File: src/rtl/i2c_pkg.sv
`default_nettype none
// ============================================================================
//  Module   : i2c_pkg
//  Purpose  : Shared I2C slave definitions: transmitter state encoding and
//             bus-level constants for ACK/NACK and SDA release.
//  Revision : 1.0  initial release
// ============================================================================
package i2c_pkg;

  // Transmitter FSM states
  typedef enum logic [2:0] {
    IDLE   = 3'd0,
    LOAD   = 3'd1,
    SHIFT  = 3'd2,
    ACK    = 3'd3,
    DECIDE = 3'd4
  } tx_state_t;

  // Bus levels seen/driven on SDA
  localparam logic I2C_ACK     = 1'b0;
  localparam logic I2C_NACK    = 1'b1;
  localparam logic SDA_RELEASE = 1'b1;

endpackage : i2c_pkg
`default_nettype wire

File: src/rtl/i2c_tx_shifter.sv
`default_nettype none
// ============================================================================
//  Module   : i2c_tx_shifter
//  Purpose  : Parallel-load shift register for the I2C transmitter. Presents
//             the bit that will be on the wire after this clock's load/shift,
//             so the caller can register it into SDA in the same cycle.
//  Revision : 1.0  initial release
// ============================================================================
module i2c_tx_shifter #(
  parameter int unsigned DATA_WIDTH = 8,
  parameter bit          MSB_FIRST  = 1'b1
) (
  input  logic                  clock,
  input  logic                  reset_n,
  input  logic                  load,
  input  logic                  shift,
  input  logic [DATA_WIDTH-1:0] load_data,
  output logic                  bit_next
);

  logic [DATA_WIDTH-1:0] r_data;
  logic [DATA_WIDTH-1:0] w_shifted;
  logic [DATA_WIDTH-1:0] w_data_next;

  // Shift direction and tap position follow the configured bit order
  generate
    if (MSB_FIRST) begin : g_msb_first
      assign w_shifted = r_data << 1;
      assign bit_next  = w_data_next[DATA_WIDTH-1];
    end else begin : g_lsb_first
      assign w_shifted = r_data >> 1;
      assign bit_next  = w_data_next[0];
    end
  endgenerate

  // Load takes priority over shift; otherwise hold
  always_comb begin
    w_data_next = r_data;
    if (load) begin
      w_data_next = load_data;
    end else if (shift) begin
      w_data_next = w_shifted;
    end
  end

  // Shift register storage
  always_ff @(posedge clock or negedge reset_n) begin
    if (!reset_n) begin
      r_data <= '1;
    end else begin
      r_data <= w_data_next;
    end
  end

endmodule : i2c_tx_shifter
`default_nettype wire

File: src/rtl/i2c_slave_tx_stream.sv
`default_nettype none
// ============================================================================
//  Module   : i2c_slave_tx_stream
//  Purpose  : Multi-word I2C slave transmitter for master-read transfers.
//             Pulls words from a valid/ready source, shifts them onto SDA on
//             SCL falling edges, samples the master ACK/NACK after each word
//             and ends on NACK, word limit, or abort.
//  Config   : I2C_SLAVE_TX_CLOCK_STRETCH_EN - stretch SCL on source underrun
//             instead of sending FILL_VALUE.
//  Revision : 1.0  initial release
// ============================================================================
module i2c_slave_tx_stream
  import i2c_pkg::*;
#(
  parameter int unsigned            DATA_WIDTH  = 8,
  parameter bit                     MSB_FIRST   = 1'b1,
  parameter logic [DATA_WIDTH-1:0]  FILL_VALUE  = {DATA_WIDTH{1'b1}},
  parameter int unsigned            COUNT_WIDTH = 8,
  parameter logic [COUNT_WIDTH-1:0] MAX_WORDS   = '0
) (
  input  logic                   clock,
  input  logic                   reset_n,
  input  logic                   enable,
  input  logic                   abort,
  input  logic [DATA_WIDTH-1:0]  tx_data,
  input  logic                   tx_valid,
  output logic                   tx_ready,
  input  logic                   scl,
  input  logic                   sda_in,
  output logic                   sda,
  output logic                   scl_hold,
  output logic                   word_done,
  output logic                   nack,
  output logic                   underrun,
  output logic                   finish,
  output logic                   busy,
  output logic [COUNT_WIDTH-1:0] word_count
);

  localparam int unsigned           BIT_CNT_W = (DATA_WIDTH > 1) ? $clog2(DATA_WIDTH) : 1;
  localparam logic [BIT_CNT_W-1:0]  LAST_BIT  = BIT_CNT_W'(DATA_WIDTH - 1);

  tx_state_t              r_state, w_state_nx;
  logic                   r_scl_last;
  logic [BIT_CNT_W-1:0]   r_bit_cnt, w_bit_cnt_nx;
  logic                   r_sda, w_sda_nx;
  logic                   r_word_done, w_word_done_nx;
  logic                   r_nack, w_nack_nx;
  logic                   r_finish, w_finish_nx;
  logic                   r_underrun, w_underrun_nx;
  logic [COUNT_WIDTH-1:0] r_word_count, w_word_count_nx;
  logic                   r_ack_bit, w_ack_bit_nx;
  logic                   w_load, w_shift, w_bit_next;
  logic [DATA_WIDTH-1:0]  w_load_data;
  logic                   w_fall, w_rise;
`ifdef I2C_SLAVE_TX_CLOCK_STRETCH_EN
  logic                   r_scl_hold, w_scl_hold_nx;
`endif

  assign w_fall = r_scl_last & ~scl;
  assign w_rise = ~r_scl_last & scl;

  i2c_tx_shifter #(
    .DATA_WIDTH (DATA_WIDTH),
    .MSB_FIRST  (MSB_FIRST)
  ) u_shifter (
    .clock     (clock),
    .reset_n   (reset_n),
    .load      (w_load),
    .shift     (w_shift),
    .load_data (w_load_data),
    .bit_next  (w_bit_next)
  );

  // Next-state, datapath control and output decode; abort overrides everything
  always_comb begin
    w_state_nx      = r_state;
    w_bit_cnt_nx    = r_bit_cnt;
    w_sda_nx        = r_sda;
    w_word_done_nx  = 1'b0;
    w_nack_nx       = 1'b0;
    w_finish_nx     = 1'b0;
    w_underrun_nx   = r_underrun;
    w_word_count_nx = r_word_count;
    w_ack_bit_nx    = r_ack_bit;
    w_load          = 1'b0;
    w_shift         = 1'b0;
    w_load_data     = tx_data;
    tx_ready        = 1'b0;
`ifdef I2C_SLAVE_TX_CLOCK_STRETCH_EN
    w_scl_hold_nx   = 1'b0;
`endif
    if (abort) begin
      w_state_nx = IDLE;
      w_sda_nx   = SDA_RELEASE;
    end else begin
      case (r_state)
        IDLE: begin
          if (enable) begin
            w_word_count_nx = '0;
            w_underrun_nx   = 1'b0;
            w_state_nx      = LOAD;
          end
        end
        LOAD: begin
          if (tx_valid) begin
            w_load       = 1'b1;
            tx_ready     = 1'b1;
            w_sda_nx     = w_bit_next;
            w_bit_cnt_nx = '0;
            w_state_nx   = SHIFT;
`ifdef I2C_SLAVE_TX_CLOCK_STRETCH_EN
            // keep SCL held one more clock so SDA settles before release
            w_scl_hold_nx = r_scl_hold;
`endif
          end else begin
`ifdef I2C_SLAVE_TX_CLOCK_STRETCH_EN
            w_scl_hold_nx = 1'b1;
`else
            w_load        = 1'b1;
            w_load_data   = FILL_VALUE;
            w_underrun_nx = 1'b1;
            w_sda_nx      = w_bit_next;
            w_bit_cnt_nx  = '0;
            w_state_nx    = SHIFT;
`endif
          end
        end
        SHIFT: begin
          if (w_fall) begin
            if (r_bit_cnt == LAST_BIT) begin
              w_sda_nx   = SDA_RELEASE;
              w_state_nx = ACK;
            end else begin
              w_bit_cnt_nx = r_bit_cnt + BIT_CNT_W'(1);
              w_shift      = 1'b1;
              w_sda_nx     = w_bit_next;
            end
          end
        end
        ACK: begin
          if (w_rise) begin
            w_ack_bit_nx   = sda_in;
            w_nack_nx      = (sda_in != I2C_ACK);
            w_word_done_nx = 1'b1;
            if (r_word_count != '1) begin
              w_word_count_nx = r_word_count + COUNT_WIDTH'(1);
            end
            w_state_nx = DECIDE;
          end
        end
        DECIDE: begin
          if (w_fall) begin
            if ((r_ack_bit == I2C_NACK) ||
                ((MAX_WORDS != '0) && (r_word_count == MAX_WORDS))) begin
              w_finish_nx = 1'b1;
              w_sda_nx    = SDA_RELEASE;
              w_state_nx  = IDLE;
            end else begin
              w_state_nx = LOAD;
            end
          end
        end
        default: begin
          w_sda_nx   = SDA_RELEASE;
          w_state_nx = IDLE;
        end
      endcase
    end
  end

  // State and registered outputs
  always_ff @(posedge clock or negedge reset_n) begin
    if (!reset_n) begin
      r_state      <= IDLE;
      r_scl_last   <= 1'b1;
      r_bit_cnt    <= '0;
      r_sda        <= SDA_RELEASE;
      r_word_done  <= 1'b0;
      r_nack       <= 1'b0;
      r_finish     <= 1'b0;
      r_underrun   <= 1'b0;
      r_word_count <= '0;
      r_ack_bit    <= 1'b0;
`ifdef I2C_SLAVE_TX_CLOCK_STRETCH_EN
      r_scl_hold   <= 1'b0;
`endif
    end else begin
      r_state      <= w_state_nx;
      r_scl_last   <= scl;
      r_bit_cnt    <= w_bit_cnt_nx;
      r_sda        <= w_sda_nx;
      r_word_done  <= w_word_done_nx;
      r_nack       <= w_nack_nx;
      r_finish     <= w_finish_nx;
      r_underrun   <= w_underrun_nx;
      r_word_count <= w_word_count_nx;
      r_ack_bit    <= w_ack_bit_nx;
`ifdef I2C_SLAVE_TX_CLOCK_STRETCH_EN
      r_scl_hold   <= w_scl_hold_nx;
`endif
    end
  end

`ifdef I2C_SLAVE_TX_CLOCK_STRETCH_EN
  assign scl_hold = r_scl_hold;
`else
  assign scl_hold = 1'b0;
`endif

  assign sda        = r_sda;
  assign word_done  = r_word_done;
  assign nack       = r_nack;
  assign finish     = r_finish;
  assign underrun   = r_underrun;
  assign word_count = r_word_count;
  assign busy       = (r_state != IDLE);

endmodule : i2c_slave_tx_stream
`default_nettype wire

File: config.mk
export PLATFORM = sky130hd
export DESIGN_NAME = i2c_slave_tx_stream
export DESIGN_NICKNAME = d
export VERILOG_FILES = /design/src/rtl/i2c_pkg.sv /design/src/rtl/i2c_tx_shifter.sv /design/src/rtl/i2c_slave_tx_stream.sv
export SDC_FILE = /design/constraint.sdc
export NUM_CORES = 1
export LEC_CHECK = 0
export ABC_CLOCK_PERIOD_IN_PS = 1800
export BUFFER_PORTS_ARGS = -buffer_cell sky130_fd_sc_hd__clkbuf_2
export CAP_MARGIN = 15
export CELL_PAD_IN_SITES_DETAIL_PLACEMENT = 1
export CELL_PAD_IN_SITES_GLOBAL_PLACEMENT = 1
export CORE_MARGIN = 2
export CORE_UTILIZATION = 37
export DETAILED_ROUTE_END_ITERATION = 12
export GPL_TIMING_DRIVEN = 0
export PLACE_DENSITY_LB_ADDON = 0.08
export SETUP_SLACK_MARGIN = 0.5
export SYNTH_ARGS = -nofsm -noshare
export SYNTH_HDL_FRONTEND = slang
export SYNTH_SLANG_ARGS = --single-unit
File: constraint.sdc
create_clock -name clock -period 1.8 [get_ports clock]
set_clock_uncertainty 0.15 [all_clocks]
set_input_delay 0.27 -clock clock [delete_from_list [all_inputs] [get_ports clock]]
set_output_delay 0.27 -clock clock [all_outputs]
set_load 0.02 [all_outputs]
==> results.txt <==
Yosys top cell by area -> dfrtp_1
Antenna-violating nets left -> 0
Critical Path Sink Type -> output port
Least-Margin Pin Slew -> 0.6617 ns
Initial antenna violation count -> 0
Synth cell types -> 48
CP peak stage delay -> 0.45 ns
Sw Ratio -> 31.13%
First-pass GRT wire length -> 7065 um
Dominant cells by area after synthesis -> dfrtp_1 (31%), dfstp_2 (15%), nand2_1 (3.7%)
Share of cells above drive strength 1 -> 59.46%
Data required, critical path -> 1.38 ns
Number of global-route vias before repair -> 1,487
Yosys top cell area share -> 30.84%
Routed via count -> 1,433
Final-report hold violation count -> 0
Clk pwr share -> 23.2%
Hpwl dp -> 2754 um
Syn Inst Count -> 153
DIE WIDTH -> 68.55 um
Fmax achieved -> 536.1 MHz
Failing checks -> negative setup slack
Sequential share of power -> 47.9%
Internal power -> 1.220 mW
Final Worst Setup Slack -> -0.06519 ns
Largest net degree at the start of global routing -> 29
Fin nets -> 241
Grt total ovfl -> 0
Sequential fraction of the synthesis area -> 46.19%
DR DRC count -> 0
Synth Register Bits -> 28
Crit-path cells -> buf_6 -> or3_4 -> buf_8
Fin crit share -> 103.6%
CTS H-tree depth -> 1
Root Buffer Master -> clkbuf_8
Worst-path fanout max -> 7
Row Count -> 23
PortBufs -> 28
Run status -> complete, but fails checks
PwrDens -> 737.2 nW/um^2
Yosys Warn Count -> 0
Crit Path Class -> register to output port
Core footprint -> 4000 um^2
GRT Total Usage -> 20.45%
Via-per-instance ratio -> 5.268
Asr flop ratio synth -> 100.0%
Most common cell in the netlist -> dfrtp_1
Ys flop type -> dfrtp_1
Critical path arrival -> 1.45 ns
Pleak -> 1.076 nW
Clk_lat worst skew -> 0.29 ns
Placer Congestion -> 0.8220
EDFF count, synth -> 0
Sw Pwr -> 551.6 uW
Synthesized cell area -> 1541 um^2
Final Max Slew Viols -> 0
Max_cap viols -> 0
Worst min-delay path class -> input pin to register
Unrepaired setup endpoints after global routing -> true
Tmin final -> 1.865 ns
Logic pwr share -> 28.8%
Longest Clk Path Bufs -> 2
Total Wirelength -> 4766 um
Worst-path clk slew -> 0.10 ns
CP startpoint kind -> register
Initial Util -> 38.54%
Die height -> 68.55 um
Total Power -> 1.772 mW
Ports -> 31
Post-Syn Area per Cell -> 10.08 um^2
Buf/Inv on CP -> 2
Clock sink count -> 28
CTS tree -> yes
Max IR drop VDD -> 0.0002674 V
CTS buffer count -> 3
Diode count -> 0
Dpl ws -> -0.07359 ns
P&R area growth vs syn -> 55.93%
Synth cell count leaders -> dfrtp_1 (19), nand2_1 (15), o21ai_0 (11)
Crit path max-delay family -> flip-flops
Crit-path slowest cell -> dfrtp_1
Die area -> 4698 um^2
Net count after synthesis -> 171
Initial drt markers -> 42
WL/cell -> 17.52 um
Final setup vio count -> 15
Slew Limit Headroom -> 55.89%
DRT Pass-1 Iters -> 3
## metal layers
metal	GRT usage, %	share of wire (%)
met4	7.500	2.0
met2	36.18	54
met3	2.597	2.5
met5	0	0
met1	25.34	42
## power by group through the flow
stage          clock (mW)  sequential, mW  combinational, mW
2_1_floorplan           0           0.841              0.235
3_3_place_gp            0           0.841              0.330
3_5_place_dp            0           0.846              0.341
4_1_cts             0.419           0.835              0.442
5_1_grt             0.430           0.863              0.561
6_report            0.412           0.849              0.511
## placed cells by master (no fill, tap or decap), types with 2 or more instances in the layout
master      n
nor4_4      2
nand2b_4    2
nand2_4     2
nand2_1     7
buf_2       3
a31oi_1     2
buf_4      27
o21ai_0     6
o22ai_1     2
nand2b_1    4
clkbuf_8    8
nand2_2     6
nor3_4      3
a22o_1      3
clkbuf_2   17
and2_4      2
dfrtp_2     5
nand3b_1    6
and3_1      4
nor3_1      2
buf_6      13
o21ai_2     8
inv_1       3
o2bb2ai_1   2
nor2_1      9
buf_8       6
nand3_2     2
dfrtp_1    14
nor3_2      2
o21ai_1     4
nand3_1     3
nor2_4      2
dfstp_2     9
xnor2_1     3
## logic make-up (layout without fill, tap and decap cells)
family / after synthesis / count (layout) / synth area share [%]
XOR/XNOR: 3 / 3 / 1.705
other: 1 / 1 / 0.2433
adder cells (fa/ha/maj): 3 / 3 / 2.435
AO/OA/AOI/OAI: 38 / 38 / 16.48
flip-flops: 28 / 28 / 46.19
AND/OR/NAND/NOR: 68 / 68 / 27.92
multiplexers: 1 / 1 / 0.6494
buffers and inverters: 11 / 80 / 4.382
## final timing paths
path	startpoint	endpoint	slack, ns	cells after the start
max	r_state[0]$_DFFE_PN0P_	busy	-0.07	3
min	scl	r_scl_last$_DFF_PN1_	0.02	1
max reg2reg	r_scl_last$_DFF_PN1_	u_shifter.r_data[2]$_DFFE_PN1P_	-0.04	5
min reg2reg	u_shifter.r_data[2]$_DFFE_PN1P_	u_shifter.r_data[2]$_DFFE_PN1P_	0.33	2
max in group asynchronous	reset_n	word_count[1]$_DFFE_PN0P_	0.64	2
min in group asynchronous	reset_n	r_bit_cnt[2]$_DFFE_PN0P_	0.39	2
## through the flow
stage	util (%)	instances	area, um^2	hold WS, ns	setup TNS (ns)
finish	60.09	272	2404	0.02361	-0.4501
global route	60.09	272	2404	0.03180	-1.875
CTS	56.77	262	2271	0.004542	-0.2578
detailed placement	44.82	231	1793	0.2072	-0.4375
global placement	44.82	231	1793	0.1943	-0.1209
floorplan	-	153	1590	-0.1756	0
## what timing repair did
action                                  CTS  global route
cloned                                    0             1
hold buffers                              1             0
setup buffers                            26             9
resized for setup                        49            24
endpoints found under the hold margin    19             0
endpoints found under the setup margin   36            44
pin swaps                                17            19
## final cells by class
type	instances	area, um^2
timing repair buffer	65	561.8
inverter	4	15.01
fill	440	1597
sequential	28	718.2
tap	50	62.56
clock buffer	4	55.05
multi-input combinational	114	928.4
buffer	7	62.56
## worst reg2reg max path: stages, from the launching register on
cell and delay [ns]:
dfstp_2 0.55, or3b_4 0.40, nor3b_4 0.27, o21ai_4 0.11, buf_4 0.17, o21ai_2 0.12
## sequential cells by signal, summed over array words and instances (netlist names)
name and cells:
r_bit_cnt 3, nack 1, r_scl_last 1, r_ack_bit 1, word_count 8, finish 1, word_done 1, r_state 3
sda 1, u_shifter.r_data 7, underrun 1
No activity file was read; power rests on OpenSTA's default activity.
